==> src/rtl/pdm_cic_decim.sv <==
// rtl/pdm_cic_decim.sv - 3rd-order CIC PDM-to-PCM decimator
// Optional DC-blocking high-pass after the output shift when PDM_DC_BLOCK_EN is defined.
module pdm_cic_decim #(
  parameter int DECIM = 64,
  parameter int OUT_W = 16
) (
  input  logic                    clk,
  input  logic                    resetn,
  input  logic                    en,
  input  logic                    pdm_data,
  input  logic                    pdm_valid,
  output logic signed [OUT_W-1:0] pcm_data,
  output logic                    pcm_valid
);

  localparam int LOG_D = $clog2(DECIM);
  localparam int ACC_W = 2 + 3 * LOG_D;
  localparam int EXT_W = (ACC_W > OUT_W) ? ACC_W : OUT_W;
  localparam int SHR   = (ACC_W >= OUT_W) ? (ACC_W - OUT_W) : 0;
  localparam int SHL   = (ACC_W < OUT_W) ? (OUT_W - ACC_W) : 0;

  logic signed [ACC_W-1:0] x_in;
  logic signed [ACC_W-1:0] i1, i2, i3;
  logic signed [ACC_W-1:0] d1, d2, d3;
  logic signed [ACC_W-1:0] c1, c2, c3_diff;
  logic signed [EXT_W-1:0] c3_ext;
  logic signed [OUT_W-1:0] pcm_next;
  logic [LOG_D-1:0]        dcnt;
  logic [1:0]              warm;
  logic                    v0, v1, v2;

  assign x_in     = pdm_data ? ACC_W'(1) : '1;
  assign c3_diff  = c2 - d3;
  assign c3_ext   = EXT_W'(c3_diff);
  assign pcm_next = OUT_W'((c3_ext >>> SHR) <<< SHL);

`ifdef PDM_DC_BLOCK_EN
  localparam int DC_W = OUT_W + 8;
  logic signed [OUT_W-1:0] c3;
  logic                    v3;
  logic signed [DC_W-1:0]  dc_x, dc_x1, dc_y1, dc_y;

  // Input is scaled up by 2^8 so the leak term keeps fractional precision.
  assign dc_x = {c3, 8'b0};
  assign dc_y = dc_x - dc_x1 + dc_y1 - (dc_y1 >>> 8);
`endif

  always_ff @(posedge clk or negedge resetn) begin
    if (!resetn) begin
      i1        <= '0;
      i2        <= '0;
      i3        <= '0;
      d1        <= '0;
      d2        <= '0;
      d3        <= '0;
      c1        <= '0;
      c2        <= '0;
      dcnt      <= '0;
      warm      <= '0;
      v0        <= 1'b0;
      v1        <= 1'b0;
      v2        <= 1'b0;
      pcm_data  <= '0;
      pcm_valid <= 1'b0;
`ifdef PDM_DC_BLOCK_EN
      c3        <= '0;
      v3        <= 1'b0;
      dc_x1     <= '0;
      dc_y1     <= '0;
`endif
    end else if (!en) begin
      // Disable wins over a coincident strobe; pcm_data keeps the last sample.
      i1        <= '0;
      i2        <= '0;
      i3        <= '0;
      d1        <= '0;
      d2        <= '0;
      d3        <= '0;
      c1        <= '0;
      c2        <= '0;
      dcnt      <= '0;
      warm      <= '0;
      v0        <= 1'b0;
      v1        <= 1'b0;
      v2        <= 1'b0;
      pcm_valid <= 1'b0;
`ifdef PDM_DC_BLOCK_EN
      c3        <= '0;
      v3        <= 1'b0;
      dc_x1     <= '0;
      dc_y1     <= '0;
`endif
    end else begin
      if (pdm_valid) begin
        i1   <= i1 + x_in;
        i2   <= i2 + i1;
        i3   <= i3 + i2;
        dcnt <= dcnt + LOG_D'(1);
      end
      v0 <= pdm_valid && (dcnt == LOG_D'(DECIM - 1));
      v1 <= v0;
      v2 <= v1;

      if (v0) begin
        c1 <= i3 - d1;
        d1 <= i3;
      end
      if (v1) begin
        c2 <= c1 - d2;
        d2 <= c1;
      end

`ifdef PDM_DC_BLOCK_EN
      v3 <= 1'b0;
      if (v2) begin
        d3 <= c2;
        if (warm == 2'd3) begin
          v3 <= 1'b1;
          c3 <= pcm_next;
        end else begin
          warm <= warm + 2'd1;
        end
      end
      pcm_valid <= v3;
      if (v3) begin
        dc_x1    <= dc_x;
        dc_y1    <= dc_y;
        pcm_data <= dc_y[DC_W-1 -: OUT_W];
      end
`else
      pcm_valid <= 1'b0;
      if (v2) begin
        d3 <= c2;
        // The first three comb outputs carry start-up transients.
        if (warm == 2'd3) begin
          pcm_valid <= 1'b1;
          pcm_data  <= pcm_next;
        end else begin
          warm <= warm + 2'd1;
        end
      end
`endif
    end
  end

endmodule

==> config.mk <==
export PLATFORM = sky130hd
export DESIGN_NAME = pdm_cic_decim
export DESIGN_NICKNAME = d
export VERILOG_FILES = /design/src/rtl/pdm_cic_decim.sv
export SDC_FILE = /design/constraint.sdc
export NUM_CORES = 1
export LEC_CHECK = 0
export CAP_MARGIN = 0
export CORE_MARGIN = 1.5
export CORE_UTILIZATION = 40
export DETAILED_ROUTE_END_ITERATION = 8
export PLACE_DENSITY_LB_ADDON = 0.12
export SLEW_MARGIN = 30
export SYNTH_ARGS = -nofsm -noshare
export SYNTH_HDL_FRONTEND = slang
export SYNTH_SLANG_ARGS = --single-unit
==> constraint.sdc <==
create_clock -name clk -period 6.73 [get_ports clk]
set_input_delay 1.0095 -clock clk [delete_from_list [all_inputs] [get_ports clk]]
set_output_delay 1.0095 -clock clk [all_outputs]
set_load 0.03 [all_outputs]
==> flow_metrics.tcl <==
set metrics [dict create \
    reg2reg_slack_ns 3.31 \
    syn_to_final_growth_pct 9.59 \
    finalCriticalPeriod_ns 4.26 \
    synth_xor_area_share_pct 6.22 \
    critPathBufInv 2 \
    fp.coreArea_sq_um 31600 \
    synth_edf_count 0 \
    drive_above_1_share_pct 4.22 \
    met2_usage_pct 28.4 \
    place_congestion 0.765 \
    clock_latency_ns 0.44 \
    die_h_microns 182 \
    grt_pass1_wl_mm 43.9 \
    end_kind "register" \
    dpl.hpwl_mm 17.6 \
    required_ns 7.10 \
    htreeDepth 4 \
    peakVddDrop_mv 0.175 \
    synth_area_leader_cell "dfrtp_1" \
    grt_pass1_vias 9237 \
    use_met3_pct 2.31 \
    ios 22 \
    antenna_found_initial 0 \
    p_leak_nw 6.29 \
    synth_compound_area_share_pct 15.4 \
    synthSimpleGateAreaFrac_pct 16.3 \
    syn_inst 1333 \
    netlist_area_sq_um 12800 \
    wire_per_inst_microns 14.1 \
    cpPeakStageDelay_ns 0.54 \
    dr.pass1.iters 5 \
    synth_cell_type_count 63 \
    maxSlewViolCount 0 \
    clk_path_buf_depth 2 \
    async_reset_ff_share_pct 100 \
    yosysSeqAreaShare_pct 36.7 \
    clkSinkCount 188 \
    power.density_nw_per_um2 208 \
    clk_pin_slew_worst_paths_ns 0.07 \
    path_max_fanout 18 \
    diodes 0 \
    maxCapViolations 0 \
    yosysWarningCount 0 \
    yosys.area.top_type_share_pct 36.7 \
    start_kind "input pin" \
    overflow 0 \
    post_cts_buffers 0 \
    viasPerCell 5.21 \
    drt-initial-drc-count 273 \
    met1_usage_pct 20.1 \
    die_area_sq_um 33100 \
    max_freq_ghz 0.235 \
    path_cells "clkdlybuf4s50_1, inv_1, ha_1, a211oi_1, o31ai_1, a41o_1, a311o_1, a221o_1, a21oi_2, xnor2_1, or3_1, a21boi_1" \
    grtUsageTotal_pct 16.0 \
    hold_viol_final 0 \
    ys_ff_latch 188 \
    clk_root_buffer_cell "clkbuf_16" \
    crit_arrival_ns 4.63 \
    dr_total_vias 9121 \
    fin_area_sq_um 14000 \
    synth.area.top_cells "dfrtp_1, ha_1, mux2i_1" \
    numPortBuffers 21 \
    setup_violations 0 \
    synthMuxAreaShare_pct 9.65 \
    start_util_pct 40.6 \
    fin_nets 1462 \
    cp_top_family "compound AO/OA/AOI/OAI gates" \
    timing.setup.tns_ns 0 \
    hold_class "reg2reg" \
    rsz0062_at_grt "no" \
    remaining_drc_errors 0 \
    avgSynthCellArea_sq_um 9.61 \
    post_cts_resized 0 \
    fin_crit_sh_pct 63.3 \
    synth_top_family_by_area "simple AND/OR/NAND/NOR gates" \
    cts_inserted_buffers 17 \
    hold_buffers 0 \
    antenna_left 0 \
    grt.busiest_layer "met2" \
    cts_tree "done" \
    slew_headroom_pct 41.3 \
    synth_fp_nets 1457 \
    setup.worst_path.class "in2reg" \
    synthFlopType "dfrtp_1" \
    worst_slew_pin_slew_ns 0.870 \
    p_total_w 0.00292 \
    post_dp_cell_area_sq_um 13400 \
    grt_max_degree 86 \
    synth_fa_ha_area_share_pct 11.9 \
    crit_slowest_cell "inv_1" \
    rows 65 \
    fp.dieW_microns 182 \
    skew_ns 0.0101 \
    fin_util_pct 44.5 \
    status "completed" \
    drt_wl_total_mm 24.7 \
]
area by class of cell:
type                       count  area, sq um
multi-input combinational   1017         7620
clock inverter                11          143
fill                        3095        17500
timing repair buffer          31          282
sequential                   188         4710
tap                          402          503
clock buffer                  20          467
inverter                      83          312
cell usage in the layout, fill, tap and decap left out, types with 45 or more instances in the layout:
master,instances
dfrtp_1,186
nor2b_1,143
mux2i_1,120
ha_1,114
inv_1,82
a21oi_1,81
nand2_1,79
o21ai_0,62
xnor2_1,61
nor2_1,45
worst min-delay path, stage by stage (launching register included):
cell,delay (ns)
dfrtp_1,0.34
nand2_1,0.05
o21ai_0,0.06
cell usage after synthesis, drive strengths merged (3+ instances only):
master,number
mux2,3
inv,82
o31ai,6
a211oi,12
xor2,30
or3,10
fa,5
a311oi,3
clkbuf,35
and3,12
nand4b,4
o21a,13
a221o,6
a31oi,11
a21oi,82
dfrtp,188
o21ai,62
o22ai,7
o211ai,5
nand3,19
o2bb2ai,3
a21boi,6
a2111oi,4
o21bai,10
nor3,16
mux2i,120
nand2b,17
ha,114
xnor2,61
nand4,8
nand2,79
nor2,45
buf,10
nor2b,143
a21o,36
o211a,9
nand3b,7
and2,17
flip-flops by register name, summed over array words and instances, names as in the netlist, 2 cells and up:
signal / cells
c1: 20
c2: 20
d1: 20
d2: 20
d3: 20
dcnt: 6
i1: 20
i2: 20
i3: 20
pcm_data: 16
warm: 2
metrics by stage:
step	worst slack [ns]	std cells	hold WS, ns
2_1_floorplan	2.95	1333	0.482
3_3_place_gp	2.01	1721	0.460
3_5_place_dp	1.98	1721	0.469
4_1_cts	2.44	1752	0.484
5_1_grt	2.24	1752	0.491
6_report	2.47	1752	0.475
per-layer routing:
| metal | routed length [microns] | part of all wire [%] |
|---|---|---|
| met4 | 395 | 1.6 |
| met1 | 12000 | 48 |
| met3 | 459 | 1.9 |
| met5 | 0 | 0 |
| met2 | 11900 | 48 |
final timing paths:
| check | startpoint | depth (start not counted) | end |
|---|---|---|---|
| hold reg to reg | pcm_data[3]$_DFFE_PN0P_ | 2 | pcm_data[3]$_DFFE_PN0P_ |
| max in group asynchronous | resetn | 2 | v0$_DFF_PN0_ |
| hold / removal | pcm_data[3]$_DFFE_PN0P_ | 2 | pcm_data[3]$_DFFE_PN0P_ |
| min in group asynchronous | resetn | 1 | d2[19]$_DFFE_PN0P_ |
| setup / recovery | pdm_data | 12 | i1[19]$_DFFE_PN0P_ |
| setup reg to reg | i3[2]$_DFFE_PN0P_ | 10 | c1[19]$_DFFE_PN0P_ |
kinds of logic after synthesis:
logic type / Yosys count
flops: 188
fa+ha+maj: 119
mux: 123
xor+xnor: 91
compound gates: 299
buf+inv: 128
simple gates: 385
power by group:
group | internal, W | switching (W) | total, W
Combinational | 0.000289 | 0.000349 | 0.000637
Clock | 0.000611 | 0.000447 | 0.00106
Sequential | 0.00117 | 0.0000543 | 0.00123
(Power assumes the default switching activity.)
